## config.mk

```make
export PLATFORM = sky130hd
export DESIGN_NAME = mem_bus_arbiter
export DESIGN_NICKNAME = d
export VERILOG_FILES = /design/src/rtl/mem_arb_pkg.sv /design/src/rtl/mem_arb_watchdog.sv /design/src/rtl/mem_bus_arbiter.sv
export SDC_FILE = /design/constraint.sdc
export NUM_CORES = 1
export LEC_CHECK = 0
export ABC_AREA = 1
export CAP_MARGIN = 30
export CORE_AREA = 2 2 141 143
export DETAILED_ROUTE_END_ITERATION = 10
export DIE_AREA = 0 0 143 145
export PLACE_DENSITY = 0.76
export SYNTH_ARGS = -nofsm -noshare
export SYNTH_HDL_FRONTEND = slang
export SYNTH_SLANG_ARGS = --single-unit
```

## constraint.sdc

```tcl
create_clock -name clk -period 5.74 [get_ports clk]
set_input_delay 1.148 -clock clk [delete_from_list [all_inputs] [get_ports clk]]
set_output_delay 1.148 -clock clk [all_outputs]
set_load 0.01 [all_outputs]
```

## src/rtl/mem_arb_pkg.sv

```systemverilog
// Shared types and constants for the instruction/data memory bus arbiter.
package mem_arb_pkg;

  typedef enum logic [1:0] {
    IDLE   = 2'd0,
    I_BUSY = 2'd1,
    D_BUSY = 2'd2
  } arb_state_e;

  typedef enum logic {
    OWN_I = 1'b0,
    OWN_D = 1'b1
  } arb_owner_e;

  localparam logic [1:0] SZ_WORD = 2'b00;
  localparam logic [1:0] SZ_HALF = 2'b01;
  localparam logic [1:0] SZ_BYTE = 2'b10;

endpackage

```

## src/rtl/mem_arb_watchdog.sv

```systemverilog
// Ack-timeout counter: counts enabled cycles since the last clear and
// flags the TIMEOUT-th one so the arbiter can abort on that edge.
module mem_arb_watchdog #(
  parameter int unsigned TIMEOUT = 255
) (
  input  logic clk,
  input  logic rst,
  input  logic i_clear,
  input  logic i_enable,
  output logic o_expire_c
);

  localparam int unsigned CW = (TIMEOUT < 2) ? 1 : $clog2(TIMEOUT);

  logic [CW-1:0] r_count;

  // r_count holds the number of busy cycles already elapsed
  assign o_expire_c = i_enable && (r_count == CW'(TIMEOUT - 1));

  always_ff @(posedge clk or posedge rst) begin
    if (rst) begin
      r_count <= '0;
    end else if (i_clear) begin
      r_count <= '0;
    end else if (i_enable && !o_expire_c) begin
      r_count <= r_count + CW'(1);
    end
  end

endmodule

```

## src/rtl/mem_bus_arbiter.sv

```systemverilog
// Shares one memory bus between the fetch and data ports with data priority,
// a fetch starvation guard and an ack watchdog. Optional ARB_PERF_CNT_EN adds
// grant/wait performance counters.
module mem_bus_arbiter
  import mem_arb_pkg::*;
#(
  parameter int unsigned AW         = 32,
  parameter int unsigned DW         = 32,
  parameter int unsigned STARVE_MAX = 4,
  parameter int unsigned TIMEOUT    = 255
) (
  input  logic          clk,
  input  logic          rst,
  input  logic          i_req,
  input  logic [AW-1:0] i_addr,
  output logic [DW-1:0] i_rdata,
  output logic          i_ack,
  input  logic          d_req,
  input  logic          d_we,
  input  logic [1:0]    d_size,
  input  logic [AW-1:0] d_addr,
  input  logic [DW-1:0] d_wdata,
  output logic [DW-1:0] d_rdata,
  output logic          d_ack,
  output logic          mem_req,
  output logic          mem_we,
  output logic [1:0]    mem_size,
  output logic [AW-1:0] mem_addr,
  output logic [DW-1:0] mem_wdata,
  input  logic [DW-1:0] mem_rdata,
  input  logic          mem_ack_n,
  output logic          timeout_err,
  output logic [31:0]   perf_igrant,
  output logic [31:0]   perf_dgrant,
  output logic [31:0]   perf_wait
);

  localparam int unsigned SW = (STARVE_MAX < 1) ? 1 : $clog2(STARVE_MAX + 1);

  arb_state_e    r_state;
  logic [SW-1:0] r_starve;
  logic          r_mem_req;
  logic          r_mem_we;
  logic [1:0]    r_mem_size;
  logic [AW-1:0] r_mem_addr;
  logic [DW-1:0] r_mem_wdata;
  logic          r_i_ack;
  logic          r_d_ack;
  logic [DW-1:0] r_i_rdata;
  logic [DW-1:0] r_d_rdata;
  logic          r_timeout_err;

  logic       w_busy;
  logic       w_ack;
  logic       w_expire;
  logic       w_done;
  logic       w_arb;
  logic       w_starved;
  logic       w_grant_i;
  logic       w_grant_d;
  arb_owner_e w_owner;

  // A real ack on the expiry cycle completes normally rather than aborting
  always_comb begin
    w_busy    = (r_state != IDLE);
    w_ack     = w_busy && !mem_ack_n;
    w_done    = w_ack || w_expire;
    w_arb     = !w_busy || w_done;
    w_starved = (r_starve == SW'(STARVE_MAX));
    w_grant_i = w_arb && i_req && (!d_req || w_starved);
    w_grant_d = w_arb && d_req && !w_grant_i;
    w_owner   = (r_state == D_BUSY) ? OWN_D : OWN_I;
  end

  mem_arb_watchdog #(
    .TIMEOUT (TIMEOUT)
  ) u_watchdog (
    .clk        (clk),
    .rst        (rst),
    .i_clear    (w_arb),
    .i_enable   (w_busy),
    .o_expire_c (w_expire)
  );

  // Completion and the next grant share one edge for back-to-back transfers
  always_ff @(posedge clk or posedge rst) begin
    if (rst) begin
      r_state       <= IDLE;
      r_starve      <= '0;
      r_mem_req     <= 1'b0;
      r_mem_we      <= 1'b0;
      r_mem_size    <= SZ_WORD;
      r_mem_addr    <= '0;
      r_mem_wdata   <= '0;
      r_i_ack       <= 1'b0;
      r_d_ack       <= 1'b0;
      r_i_rdata     <= '0;
      r_d_rdata     <= '0;
      r_timeout_err <= 1'b0;
    end else begin
      r_i_ack <= 1'b0;
      r_d_ack <= 1'b0;

      if (w_done) begin
        if (w_owner == OWN_I) begin
          r_i_ack   <= 1'b1;
          r_i_rdata <= w_ack ? mem_rdata : '0;
        end else begin
          r_d_ack   <= 1'b1;
          r_d_rdata <= w_ack ? mem_rdata : '0;
        end
        if (!w_ack) begin
          r_timeout_err <= 1'b1;
        end
      end

      if (w_grant_i) begin
        r_state     <= I_BUSY;
        r_starve    <= '0;
        r_mem_req   <= 1'b1;
        r_mem_we    <= 1'b0;
        r_mem_size  <= SZ_WORD;
        r_mem_addr  <= i_addr;
        r_mem_wdata <= '0;
      end else if (w_grant_d) begin
        r_state     <= D_BUSY;
        r_mem_req   <= 1'b1;
        r_mem_we    <= d_we;
        r_mem_size  <= d_size;
        r_mem_addr  <= d_addr;
        r_mem_wdata <= d_wdata;
        // Data only beats a pending fetch while below the limit, so this saturates
        if (i_req) begin
          r_starve <= r_starve + SW'(1);
        end
      end else if (w_done) begin
        r_state   <= IDLE;
        r_mem_req <= 1'b0;
      end
    end
  end

  assign mem_req     = r_mem_req;
  assign mem_we      = r_mem_we;
  assign mem_size    = r_mem_size;
  assign mem_addr    = r_mem_addr;
  assign mem_wdata   = r_mem_wdata;
  assign i_ack       = r_i_ack;
  assign d_ack       = r_d_ack;
  assign i_rdata     = r_i_rdata;
  assign d_rdata     = r_d_rdata;
  assign timeout_err = r_timeout_err;

`ifdef ARB_PERF_CNT_EN
  logic [31:0] r_perf_igrant;
  logic [31:0] r_perf_dgrant;
  logic [31:0] r_perf_wait;

  // Wait counts cycles with a request pending but no completion pulse
  always_ff @(posedge clk or posedge rst) begin
    if (rst) begin
      r_perf_igrant <= '0;
      r_perf_dgrant <= '0;
      r_perf_wait   <= '0;
    end else begin
      if (w_grant_i) begin
        r_perf_igrant <= r_perf_igrant + 32'd1;
      end
      if (w_grant_d) begin
        r_perf_dgrant <= r_perf_dgrant + 32'd1;
      end
      if ((i_req || d_req) && !(r_i_ack || r_d_ack)) begin
        r_perf_wait <= r_perf_wait + 32'd1;
      end
    end
  end

  assign perf_igrant = r_perf_igrant;
  assign perf_dgrant = r_perf_dgrant;
  assign perf_wait   = r_perf_wait;
`else
  assign perf_igrant = '0;
  assign perf_dgrant = '0;
  assign perf_wait   = '0;
`endif

endmodule
```

==> results_tabular.tex, run 1 <==
\begin{tabular}{lr}
\hline
Metric & Value \\
\hline
\multicolumn{2}{l}{\textbf{Run status}} \\
Result of the run & completed \\
\multicolumn{2}{l}{\textbf{Critical path}} \\
Family with the most delay on the worst path & simple AND/OR/NAND/NOR gates \\
Reg2reg path depth & 10 \\
Startpoint kind of the worst setup timing path & input pin \\
Category of the critical setup timing path & in2reg \\
Worst path max stage delay & 0.74 ns \\
Cell breakdown of the critical path & clkdlybuf4s50\_1, nand3\_2, nand2\_2, buf\_4, nand2\_1, o21ai\_0 \\
Worst Path Max Fanout & 65 \\
Critical path capture point type & flip-flop \\
Worst path buffer plus inverter count & 2 \\
FF-to-FF End & mem\_wdata[10] \\
Critical Path Slowest Stage Cell & sky130\_fd\_sc\_hd\_\_nand3\_2 \\
FF-to-FF Start & u\_watchdog.r\_count[0] \\
Worst reg-to-reg setup slack & 2.74 ns \\
Arrival time reported for the critical path endpoint & 3.87 ns \\
Worst endpoint required time & 6.07 ns \\
\multicolumn{2}{l}{\textbf{Pwr}} \\
Power consumption & 4.455 mW \\
Portion of total power attributed to the clock network & 23.3\% \\
Part of the total power dissipated in sequential elements & 36.7\% \\
Logic pwr share & 40.0\% \\
Power density over the cells & 435.7 nW/um\^{}2 \\
Switching part of the total power & 34.68\% \\
Internal portion of total power & 2.910 mW \\
Switching power summed over all nets & 1.545 mW \\
IR drop worst, VDD & 0.0001858 V \\
Static Leak & 4.991 nW \\
\multicolumn{2}{l}{\textbf{Timing}} \\
Minimum clock period after layout & 3.542 ns \\
Worst hold slack after final layout & 0.4743 ns \\
Period utilisation layout & 61.71\% \\
Setup TNS & 0 ns \\
Slew at the pin closest to its max-slew limit & 0.9336 ns \\
Final Skew & 0.01317 ns \\
RSZ-0062 raised after global routing & no \\
Number of endpoints failing setup at the final stage & 0 \\
Fmax achieved & 282.3 MHz \\
Max-Slew Margin vs Limit & 37.69\% \\
Number of failing hold endpoints at the final stage & 0 \\
Pins Over Slew Limit & 0 \\
\multicolumn{2}{l}{\textbf{Route}} \\
Post-detailed-route DRC marker count & 0 \\
Routed wire per std cell & 13.37 um \\
Number of DRC markers after the initial detailed-route iteration & 261 \\
Routed Antenna Nets & 0 \\
Aggregate routed wire length & 18.59 mm \\
Vias per cell & 4.394 \\
Total number of vias & 6108 \\
Detailed Routing Iterations Pass 1 & 5 \\
\multicolumn{2}{l}{\textbf{Clocking}} \\
CTS H-tree lvls & 4 \\
Clock tree sinks & 148 \\
CTS clock-pin slew for the worst setup and hold paths & 0.07 ns \\
Root buffer cell & sky130\_fd\_sc\_hd\_\_clkbuf\_16 \\
Number of buffers created by CTS & 17 \\
Number of hold buffers added after CTS & 0 \\
Clk\_lat worst skew & 0.41 ns \\
Setup Fix Bufs, Post-CTS & 0 \\
CTS resizes & 0 \\
Maximum count of clock buffers along a single path & 2 \\
TritonCTS clock tree & yes \\
\multicolumn{2}{l}{\textbf{Cells and area}} \\
Fillcell total & 1761 \\
Number of diodes added for antenna fixing & 0 \\
Share of layout cells above drive strength 1 & 4.622\% \\
Commonest cells after routing, fill and taps aside & sky130\_fd\_sc\_hd\_\_nand2\_1 (281), sky130\_fd\_sc\_hd\_\_clkdlybuf4s50\_1 (270), sky130\_fd\_sc\_hd\_\_dfrtp\_1 (148), sky130\_fd\_sc\_hd\_\_conb\_1 (96), sky130\_fd\_sc\_hd\_\_o21ai\_0 (83) \\
Count of nets after finishing & 1252 \\
Most common cell after layout, fill and taps aside & sky130\_fd\_sc\_hd\_\_nand2\_1 \\
Area added between synthesis and finish & 43.39\% \\
\multicolumn{2}{l}{\textbf{GRT}} \\
First-pass GRT wire length & 29.80 mm \\
Via count of the first global-routing pass & 5901 \\
Number of antenna violations at the first check in global routing & 0 \\
Congestion Overflow GR & 0 \\
Maximum number of pins on one net before global-route repair & 107 \\
Total GRT Usage & 17.84\% \\
\multicolumn{2}{l}{\textbf{Worst hold path}} \\
Launch instance of the worst min-delay path & mem\_req \\
Hold path depth & 2 \\
Class of the tightest hold or removal check & reg2reg \\
Worst hold endpoint & mem\_req \\
\multicolumn{2}{l}{\textbf{Synth}} \\
Synthesized cell area & 7131 sq um \\
Area share of the leading cell type in the synthesized netlist & 51.94\% \\
Cells taking the most area after synthesis & sky130\_fd\_sc\_hd\_\_dfrtp\_1 (52\%), sky130\_fd\_sc\_hd\_\_nand2\_1 (15\%), sky130\_fd\_sc\_hd\_\_buf\_4 (10\%) \\
Number of library cell types mapped by synthesis & 26 \\
Share of synthesized area occupied by flip-flops and latches & 51.94\% \\
Post-synthesis instance total & 858 \\
Syn avg cell area & 8.311 sq um \\
Flop and latch count out of synthesis & 148 \\
Warnings, synthesis & 0 \\
Cell type contributing the most total cell area after synthesis & sky130\_fd\_sc\_hd\_\_dfrtp\_1 \\
\multicolumn{2}{l}{\textbf{Floorplan}} \\
Number of placement rows & 51 \\
Effective utilization at floorplan & 37.12\% \\
Die Wd & 143 um \\
Die H & 145 um \\
Standard cell core area & 19210 sq um \\
Ports & 367 \\
Die area & 20740 sq um \\
\multicolumn{2}{l}{\textbf{Placement}} \\
Detailed placement HPWL & 12.93 mm \\
Final Wtd Congestion & 0.7797 \\
Port-buffer cells & 270 \\
\multicolumn{2}{l}{\textbf{Flow run}} \\
Max-cap viol count & 0 \\
\hline
\end{tabular}
==> stage by stage <==
| stage | utilization, % | worst slack, ns | cell area, sq um | instances |
|---|---|---|---|---|
| final | 53.23 | 2.198 | 10220 | 1390 |
| after global routing | 53.23 | 1.897 | 10220 | 1390 |
| after CTS | 53.23 | 2.167 | 10220 | 1390 |
| after detailed placement | 50.38 | 1.746 | 9677 | 1358 |
| after global placement | 50.16 | 1.804 | 9634 | 1356 |
| after floorplan | - | 0.6123 | 7487 | 953 |
==> worst register-to-register path, cell delays in order, from the launching register on <==
cell,delay [ns]
sky130_fd_sc_hd__dfrtp_1,0.39
sky130_fd_sc_hd__inv_1,0.06
sky130_fd_sc_hd__ha_1,0.18
sky130_fd_sc_hd__inv_1,0.05
sky130_fd_sc_hd__nor2_1,0.05
sky130_fd_sc_hd__nand2_1,0.07
sky130_fd_sc_hd__nand3_2,0.69
sky130_fd_sc_hd__nand2_2,0.45
sky130_fd_sc_hd__buf_4,0.58
sky130_fd_sc_hd__nand2_1,0.20
sky130_fd_sc_hd__o21ai_0,0.19
==> worst max path at each step <==
stage	from	to	slack (ns)	cells past startpoint
3_3_place_gp	mem_ack_n	mem_addr[25]	1.80	7
6_report	mem_ack_n	mem_wdata[10]	2.20	6
5_1_grt	mem_ack_n	mem_wdata[6]	1.90	6
4_1_cts	mem_ack_n	mem_wdata[21]	2.17	6
2_1_floorplan	rst	d_ack	0.61	1
3_5_place_dp	mem_ack_n	mem_addr[7]	1.75	7
==> cells by family after synthesis <==
kind of cell | share of synthesized area (%)
compound gates | 7.826
flops | 51.94
other cells | 0.05259
simple gates | 21.46
xor+xnor | 0.1229
buf+inv | 17.90
fa+ha+maj | 0.7019
==> Yosys cell counts (all sizes together) <==
library cell and count:
a21oi 4, a21boi 1, nor2 8, nor3 2, inv 83, xor2 1, nand3 76, or2 2
ha 4, clkbuf 13, nand2 283, dfrtp 148, conb 1, o21bai 1, o21ai 103, buf 126
nor3b 2
==> metal layers <==
metal	part of all wire, %	wire [um]	global-route usage [%]	vias to the layer above
met3	8.6	1591	4.818	21
met5	0	0	0	-
met4	1.8	334	7.030	0
met2	48	8987	29.38	276
li1	-	-	-	2988
met1	41	7673	22.14	2823
==> sequential cells by signal, summed over array words and instances (netlist names) <==
| register | flops |
|---|---|
| d_ack | 1 |
| d_rdata | 32 |
| i_ack | 1 |
| i_rdata | 32 |
| mem_addr | 32 |
| mem_req | 1 |
| mem_size | 2 |
| mem_wdata | 32 |
| mem_we | 1 |
| r_starve | 3 |
| r_state | 2 |
| timeout_err | 1 |
| u_watchdog.r_count | 8 |
==> power groups by stage <==
stage          registers (mW)  clock network [mW]  logic, mW
3_5_place_dp             1.65                   0       1.81
5_1_grt                  1.68                1.11       1.96
6_report                 1.64                1.04       1.78
4_1_cts                  1.64                1.07       1.81
2_1_floorplan            1.82                   0      0.646
3_3_place_gp             1.64                   0       1.76
==> layout make-up <==
class,count,area [sq um],share of cell area (%)
tap,265,331.6,3.243
clock buffer,18,429.2,4.197
inverter,83,316.6,3.096
sequential,148,3704,36.22
clock inverter,14,118.9,1.163
multi-input combinational,583,2515,24.60
timing repair buffer,279,2810,27.48
No activity file was read; power rests on OpenSTA's default activity.
==> run 2, diff against run 1 <==
Clock period 5.74 ns to 3.5 ns, I/O delays scaled along.
==> run 2 against run 1 <==
Against the previous run:
- combinational power rose by 65%
- register-to-register slack lost 1.5 ns
- sequential power increased by 64%
- via count rose by 1.0%
- count of clock-buffer cells in the layout decreased by 1
- sequential share of layout area decreased by 0.16 points
- first-iteration DRC count rose by 35%
- total power up 66%
- clock skew is essentially flat
- worst setup slack worse by 1.1 ns
- critical path type unchanged
- critical endpoint is now mem_addr[23]
==> results_tabular.tex, run 2 (synthesis gave the netlist of run 1 again) <==
\begin{tabular}{lr}
\hline
Metric & Value \\
\hline
\multicolumn{2}{l}{\textbf{Route}} \\
Aggregate routed wire length & 18.96 mm (was 18.59 mm) \\
Vias per cell & 4.425 (was 4.394) \\
Routed wire per std cell & 13.60 um (was 13.37 um) \\
Post-detailed-route DRC marker count & 0 (unchanged) \\
Total number of vias & 6169 (was 6108) \\
Detailed Routing Iterations Pass 1 & 4 (was 5) \\
Routed Antenna Nets & 0 (unchanged) \\
Number of DRC markers after the initial detailed-route iteration & 353 (was 261) \\
\multicolumn{2}{l}{\textbf{Critical path}} \\
Startpoint kind of the worst setup timing path & input pin (unchanged) \\
Family with the most delay on the worst path & buffers and inverters (was simple AND/OR/NAND/NOR gates) \\
Reg2reg path depth & 8 (was 10) \\
Critical Path Slowest Stage Cell & sky130\_fd\_sc\_hd\_\_o21ai\_4 (was sky130\_fd\_sc\_hd\_\_nand3\_2) \\
Arrival time reported for the critical path endpoint & 2.73 ns (was 3.87 ns) \\
Cell breakdown of the critical path & clkdlybuf4s50\_1, a21boi\_2, o21ai\_4, inv\_2, nand3\_1, nand2\_1 (was clkdlybuf4s50\_1, nand3\_2, nand2\_2, buf\_4, nand2\_1, o21ai\_0) \\
Category of the critical setup timing path & in2reg (unchanged) \\
Worst path max stage delay & 0.63 ns (was 0.74 ns) \\
FF-to-FF End & mem\_addr[23] (was mem\_wdata[10]) \\
Worst endpoint required time & 3.79 ns (was 6.07 ns) \\
Worst reg-to-reg setup slack & 1.26 ns (was 2.74 ns) \\
Critical path capture point type & flip-flop (unchanged) \\
Worst path buffer plus inverter count & 2 (unchanged) \\
FF-to-FF Start & r\_starve[0] (was u\_watchdog.r\_count[0]) \\
Worst Path Max Fanout & 32 (was 65) \\
\multicolumn{2}{l}{\textbf{Clocking}} \\
CTS resizes & 0 (unchanged) \\
Root buffer cell & sky130\_fd\_sc\_hd\_\_clkbuf\_16 (unchanged) \\
Number of hold buffers added after CTS & 0 (unchanged) \\
Clk\_lat worst skew & 0.41 ns (about the same) \\
Clock tree sinks & 148 (unchanged) \\
CTS H-tree lvls & 4 (unchanged) \\
CTS clock-pin slew for the worst setup and hold paths & 0.06 ns (was 0.07 ns) \\
Number of buffers created by CTS & 17 (unchanged) \\
Maximum count of clock buffers along a single path & 2 (unchanged) \\
Setup Fix Bufs, Post-CTS & 0 (unchanged) \\
TritonCTS clock tree & yes (unchanged) \\
\multicolumn{2}{l}{\textbf{Timing}} \\
Minimum clock period after layout & 2.437 ns \\
Number of failing hold endpoints at the final stage & 0 (unchanged) \\
Max-Slew Margin vs Limit & 46.75\% (was 37.69\%) \\
Pins Over Slew Limit & 0 (unchanged) \\
Fmax achieved & 410.3 MHz \\
RSZ-0062 raised after global routing & no (unchanged) \\
Number of endpoints failing setup at the final stage & 0 (unchanged) \\
Final setup margin & 1.063 ns (was 2.198 ns) \\
Slew at the pin closest to its max-slew limit & 0.7957 ns (was 0.9336 ns) \\
Final Skew & 0.01302 ns (was 0.01317 ns) \\
Setup TNS & 0 ns (unchanged) \\
Period utilisation layout & 69.64\% \\
\multicolumn{2}{l}{\textbf{GRT}} \\
Maximum number of pins on one net before global-route repair & 73 (was 107) \\
Via count of the first global-routing pass & 5977 (was 5901) \\
Congestion Overflow GR & 0 (unchanged) \\
Total GRT Usage & 18.25\% (was 17.84\%) \\
First-pass GRT wire length & 30.39 mm (was 29.80 mm) \\
Number of antenna violations at the first check in global routing & 0 (unchanged) \\
\multicolumn{2}{l}{\textbf{Floorplan}} \\
Number of placement rows & 51 (unchanged) \\
Die Wd & 143 um (unchanged) \\
Ports & 367 (unchanged) \\
Effective utilization at floorplan & 37.12\% (unchanged) \\
Die area & 20740 sq um (unchanged) \\
Die H & 145 um (unchanged) \\
Standard cell core area & 19210 sq um (unchanged) \\
\multicolumn{2}{l}{\textbf{Pwr}} \\
Logic pwr share & 39.6\% (was 40.0\%) \\
Switching part of the total power & 34.43\% (was 34.68\%) \\
Part of the total power dissipated in sequential elements & 36.4\% (was 36.7\%) \\
Static Leak & 5.023 nW (was 4.991 nW) \\
Power density over the cells & 719.6 nW/um\^{}2 (was 435.7 nW/um\^{}2) \\
Portion of total power attributed to the clock network & 23.9\% (was 23.3\%) \\
Internal portion of total power & 4.846 mW (was 2.910 mW) \\
Switching power summed over all nets & 2.545 mW (was 1.545 mW) \\
IR drop worst, VDD & 0.0002863 V (was 0.0001858 V) \\
\multicolumn{2}{l}{\textbf{Cells and area}} \\
Summed area of non-filler cells in the final layout & 10270 sq um (was 10220 sq um) \\
Number of diodes added for antenna fixing & 0 (unchanged) \\
Commonest cells after routing, fill and taps aside & sky130\_fd\_sc\_hd\_\_nand2\_1 (281), sky130\_fd\_sc\_hd\_\_clkdlybuf4s50\_1 (270), sky130\_fd\_sc\_hd\_\_dfrtp\_1 (148), sky130\_fd\_sc\_hd\_\_conb\_1 (96), sky130\_fd\_sc\_hd\_\_o21ai\_0 (83) (unchanged) \\
Fillcell total & 1759 (was 1761) \\
Count of nets after finishing & 1256 (was 1252) \\
Share of layout cells above drive strength 1 & 5.049\% (was 4.622\%) \\
Area added between synthesis and finish & 44.02\% (was 43.39\%) \\
Most common cell after layout, fill and taps aside & sky130\_fd\_sc\_hd\_\_nand2\_1 (unchanged) \\
\multicolumn{2}{l}{\textbf{Placement}} \\
Post-Place Setup Slack & 0.6200 ns (was 1.746 ns) \\
Port-buffer cells & 270 (unchanged) \\
Final Wtd Congestion & 0.8087 (was 0.7797) \\
Detailed placement HPWL & 13.34 mm (was 12.93 mm) \\
Placed inst area & 9703 sq um (was 9677 sq um) \\
\multicolumn{2}{l}{\textbf{Worst hold path}} \\
Class of the tightest hold or removal check & reg2reg (unchanged) \\
Launch instance of the worst min-delay path & mem\_addr[2] (was mem\_req) \\
Hold path depth & 2 (unchanged) \\
Worst hold endpoint & mem\_addr[2] (was mem\_req) \\
\multicolumn{2}{l}{\textbf{Run status}} \\
Result of the run & completed (unchanged) \\
\multicolumn{2}{l}{\textbf{Flow run}} \\
Max-cap viol count & 0 (unchanged) \\
\hline
\end{tabular}
[run 2: changes by cell type in the layout (fill, tap and decap cells not counted), sizes merged]
| cell | before | now |
|---|---|---|
| buf | 9 | 13 |
| bufinv | 0 | 1 |
| clkbuf | 18 | 17 |
| clkinv | 4 | 5 |
| clkinvlp | 4 | 3 |
[run 2: worst max-delay path by stage]
| stage | start | end | slack [ns] | depth (start not counted) |
|---|---|---|---|---|
| after floorplan | rst | d_ack | 0.94 | 1 |
| after global placement | d_req | mem_addr[28] | 0.69 | 6 |
| after detailed placement | d_req | mem_addr[13] | 0.62 | 6 |
| after CTS | d_req | mem_addr[3] | 1.07 | 6 |
| after global routing | d_req | mem_addr[26] | 0.88 | 6 |
| final | d_req | mem_addr[23] | 1.06 | 6 |
[run 2: tightest hold or removal path, cell delays in order, from the launching register on]
cell                      delay, ns
sky130_fd_sc_hd__dfrtp_1       0.34
sky130_fd_sc_hd__nand2_1       0.05
sky130_fd_sc_hd__nand2_1       0.05
[run 2: per-layer routing]
metal	global-route usage, %	vias to the layer above	part of all wire (%)
met5	0	-	0
met4	5.842	0	1.5
met3	4.752	23	8.2
met2	30.65	268	49
met1	22.80	2878	41
li1	-	3000	-
[run 2: layout make-up]
cell class	instances	area, sq um	share of cell area [%]
flip-flops and latches	148	3704	36.06
inverters	83	315.3	3.070
well taps	265	331.6	3.229
multi-input cells	583	2515	24.49
clock buffers	17	425.4	4.142
repair buffers	283	2838	27.63
clock inverters	15	141.4	1.377
[run 2: power by group through the flow]
stage               Combinational (mW)  Sequential, mW  Clock [mW]
global route                      3.23            2.76        1.90
global placement                  2.91            2.70           0
CTS                               2.96            2.70        1.82
floorplan                         1.06            2.98           0
finish                            2.93            2.69        1.77
detailed placement                2.95            2.71           0
[run 2: through the flow]
step / hold slack [ns] / cells / total power [mW] / util, %
finish: 0.4801 / 1394 / 7.390 / 53.47
floorplan: 0.4536 / 953 / 4.040 / -
detailed placement: 0.4639 / 1362 / 5.663 / 50.52
global route: 0.4986 / 1394 / 7.882 / 53.47
global placement: 0.4578 / 1362 / 5.608 / 50.52
CTS: 0.4813 / 1394 / 7.475 / 53.47
==> run 3, diff against run 2 <==
Settings changed: CORE_AREA 2 2 141 143 to unset, CORE_MARGIN set to 2, CORE_UTILIZATION set to 36, DIE_AREA 0 0 143 145 to unset, PLACE_DENSITY 0.76 to 0.77.
Clock period 3.5 ns to 2 ns, I/O delays scaled along.
==> run 3 against run 2 <==
Against the previous run:
- first-iteration DRC count shrank 27%
- critical path depth is 6 higher
- non-clock buffer count increased by 11
- critical path type is now reg2reg
==> results_tabular.tex, run 3 (synthesis gave the netlist of run 1 again) <==
\begin{tabular}{lr}
\hline
Metric & Value \\
\hline
\multicolumn{2}{l}{\textbf{Run status}} \\
Result of the run & completed (unchanged) \\
\multicolumn{2}{l}{\textbf{Route}} \\
Total number of vias & 6200 (was 6169) \\
Routed Antenna Nets & 0 (unchanged) \\
Aggregate routed wire length & 19.20 mm (was 18.96 mm) \\
Detailed Routing Iterations Pass 1 & 4 (unchanged) \\
Post-detailed-route DRC marker count & 0 (unchanged) \\
Number of DRC markers after the initial detailed-route iteration & 258 (was 353) \\
Vias per cell & 4.416 (was 4.425) \\
Routed wire per std cell & 13.67 um (was 13.60 um) \\
\multicolumn{2}{l}{\textbf{Pwr}} \\
Power density over the cells & 1259 nW/um\^{}2 (was 719.6 nW/um\^{}2) \\
Power consumption & 13.25 mW (was 7.390 mW) \\
Static Leak & 5.141 nW (was 5.023 nW) \\
IR drop worst, VDD & 0.0005596 V (was 0.0002863 V) \\
\multicolumn{2}{l}{\textbf{Critical path}} \\
Worst path max stage delay & 0.41 ns (was 0.63 ns) \\
Critical path capture point type & flip-flop (unchanged) \\
Worst endpoint required time & 2.29 ns (was 3.79 ns) \\
Startpoint kind of the worst setup timing path & flip-flop (was input pin) \\
Cell breakdown of the critical path & inv\_1, ha\_1, inv\_1, nor2\_1, nand2\_1, nand3\_2, buf\_12, nand2\_2, buf\_12, buf\_4, nand3\_1, o21ai\_0 (was clkdlybuf4s50\_1, a21boi\_2, o21ai\_4, inv\_2, nand3\_1, nand2\_1) \\
Worst Path Max Fanout & 8 (was 32) \\
Category of the critical setup timing path & reg2reg (was in2reg) \\
Arrival time reported for the critical path endpoint & 2.08 ns (was 2.73 ns) \\
Worst path buffer plus inverter count & 5 (was 2) \\
Critical Path Slowest Stage Cell & sky130\_fd\_sc\_hd\_\_dfrtp\_1 (was sky130\_fd\_sc\_hd\_\_o21ai\_4) \\
Family with the most delay on the worst path & buffers and inverters (unchanged) \\
\multicolumn{2}{l}{\textbf{Flow run}} \\
Max-cap viol count & 0 (unchanged) \\
\multicolumn{2}{l}{\textbf{Timing}} \\
Number of failing hold endpoints at the final stage & 0 (unchanged) \\
Final Skew & 0.01411 ns (was 0.01302 ns) \\
Minimum clock period after layout & 1.793 ns \\
Pins Over Slew Limit & 0 (unchanged) \\
Setup TNS & 0 ns (unchanged) \\
Period utilisation layout & 89.66\% \\
Number of endpoints failing setup at the final stage & 0 (unchanged) \\
Fmax achieved & 557.7 MHz \\
Final setup margin & 0.2069 ns (was 1.063 ns) \\
RSZ-0062 raised after global routing & no (unchanged) \\
\multicolumn{2}{l}{\textbf{Placement}} \\
Detailed placement HPWL & 13.96 mm (was 13.34 mm) \\
Final Wtd Congestion & 0.8090 (was 0.8087) \\
Port-buffer cells & 270 (unchanged) \\
Post-Place Setup Slack & -0.02788 ns (was 0.6200 ns) \\
\multicolumn{2}{l}{\textbf{Clocking}} \\
Clock tree sinks & 148 (unchanged) \\
CTS resizes & 0 (unchanged) \\
Number of buffers created by CTS & 17 (unchanged) \\
Setup Fix Bufs, Post-CTS & 0 (unchanged) \\
Maximum count of clock buffers along a single path & 2 (unchanged) \\
CTS H-tree lvls & 4 (unchanged) \\
Number of hold buffers added after CTS & 0 (unchanged) \\
TritonCTS clock tree & yes (unchanged) \\
Clk\_lat worst skew & 0.41 ns (about the same) \\
CTS clock-pin slew for the worst setup and hold paths & 0.06 ns (about the same) \\
Root buffer cell & sky130\_fd\_sc\_hd\_\_clkbuf\_16 (unchanged) \\
\multicolumn{2}{l}{\textbf{Floorplan}} \\
Number of placement rows & 51 (unchanged) \\
Die H & 144.7 um (was 145 um) \\
Ports & 367 (unchanged) \\
Standard cell core area & 19460 sq um (was 19210 sq um) \\
Die Wd & 144.7 um (was 143 um) \\
Effective utilization at floorplan & 36.64\% (was 37.12\%) \\
Die area & 20950 sq um (was 20740 sq um) \\
\multicolumn{2}{l}{\textbf{GRT}} \\
First-pass GRT wire length & 29.44 mm (was 30.39 mm) \\
Total GRT Usage & 17.81\% (was 18.25\%) \\
Maximum number of pins on one net before global-route repair & 81 (was 73) \\
Number of antenna violations at the first check in global routing & 0 (unchanged) \\
Via count of the first global-routing pass & 5937 (was 5977) \\
Congestion Overflow GR & 0 (unchanged) \\
\multicolumn{2}{l}{\textbf{Cells and area}} \\
Area added between synthesis and finish & 47.55\% (was 44.02\%) \\
Core utilization of the finished layout & 54.06\% (was 53.47\%) \\
Count of nets after finishing & 1267 (was 1256) \\
Share of layout cells above drive strength 1 & 5.882\% (was 5.049\%) \\
Commonest cells after routing, fill and taps aside & sky130\_fd\_sc\_hd\_\_nand2\_1 (281), sky130\_fd\_sc\_hd\_\_clkdlybuf4s50\_1 (270), sky130\_fd\_sc\_hd\_\_dfrtp\_1 (148), sky130\_fd\_sc\_hd\_\_conb\_1 (96), sky130\_fd\_sc\_hd\_\_o21ai\_0 (83) (unchanged) \\
Most common cell after layout, fill and taps aside & sky130\_fd\_sc\_hd\_\_nand2\_1 (unchanged) \\
Number of diodes added for antenna fixing & 0 (unchanged) \\
\multicolumn{2}{l}{\textbf{Worst hold path}} \\
Class of the tightest hold or removal check & in2async (was reg2reg) \\
\hline
\end{tabular}
[run 3: cell count changes in the layout (fill, tap and decap cells not counted)]
| cell | change |
|---|---|
| sky130_fd_sc_hd__buf_12 | +11 |
| sky130_fd_sc_hd__clkbuf_8 | +1 |
| sky130_fd_sc_hd__clkinv_4 | +1 |
| sky130_fd_sc_hd__inv_6 | -3 |
| sky130_fd_sc_hd__a21boi_4 | +1 |
| sky130_fd_sc_hd__clkinvlp_4 | +1 |
| sky130_fd_sc_hd__clkinv_2 | -2 |
| sky130_fd_sc_hd__bufinv_16 | +1 |
| sky130_fd_sc_hd__a21boi_2 | -1 |
[run 3: final timing paths]
kind,from,to,slack [ns],cells past startpoint
worst min-delay path,rst,u_watchdog.r_count[7],0.41,3
worst max register to register,u_watchdog.r_count[0],r_starve[1],0.21,12
min in group clk,mem_req,mem_req,0.47,2
worst max-delay path,u_watchdog.r_count[0],r_starve[1],0.21,12
max in group asynchronous,rst,mem_wdata[2],1.14,3
worst min register to register,mem_req,mem_req,0.47,2
[run 3: layout make-up]
class | instances | area (sq um)
Clock buffer | 18 | 439.2
Timing Repair Buffer | 294 | 3058
Inverter | 83 | 315.3
Sequential cell | 148 | 3704
Tap cell | 265 | 331.6
Clock inverter | 13 | 151.4
Multi-Input combinational cell | 583 | 2522
Fill cell | 1750 | 8941
[run 3: metal layers]
layer	global-route usage, %	share of wire, %	vias to the layer above
li1	-	-	3016
met1	21.42	41	2914
met2	30.56	50	251
met3	5.758	8.4	19
met4	5.110	1.2	0
met5	0	0	-
[run 3: report_power, final]
| part | internal, mW | total [mW] | switching, mW |
|---|---|---|---|
| clock | 1.89 | 3.20 | 1.31 |
| combinational | 2.79 | 5.31 | 2.52 |
| sequential | 4.10 | 4.73 | 0.634 |
| total | 8.78 | 13.2 | 4.47 |
[run 3: worst reg2reg max path, cell delays in order (launching register included)]
cell	delay, ns
sky130_fd_sc_hd__dfrtp_1	0.41
sky130_fd_sc_hd__inv_1	0.07
sky130_fd_sc_hd__ha_1	0.13
sky130_fd_sc_hd__inv_1	0.04
sky130_fd_sc_hd__nor2_1	0.14
sky130_fd_sc_hd__nand2_1	0.08
sky130_fd_sc_hd__nand3_2	0.08
sky130_fd_sc_hd__buf_12	0.14
sky130_fd_sc_hd__nand2_2	0.11
sky130_fd_sc_hd__buf_12	0.17
sky130_fd_sc_hd__buf_4	0.14
sky130_fd_sc_hd__nand3_1	0.08
sky130_fd_sc_hd__o21ai_0	0.08
[run 3: per-stage QoR]
step           cells  hold WS, ns  cell area (sq um)
2_1_floorplan    953       0.4536               7491
3_3_place_gp    1373       0.4562               9931
3_5_place_dp    1373       0.4573               9931
4_1_cts         1404       0.3970              10520
5_1_grt         1404       0.4179              10520
6_report        1404       0.4076              10520
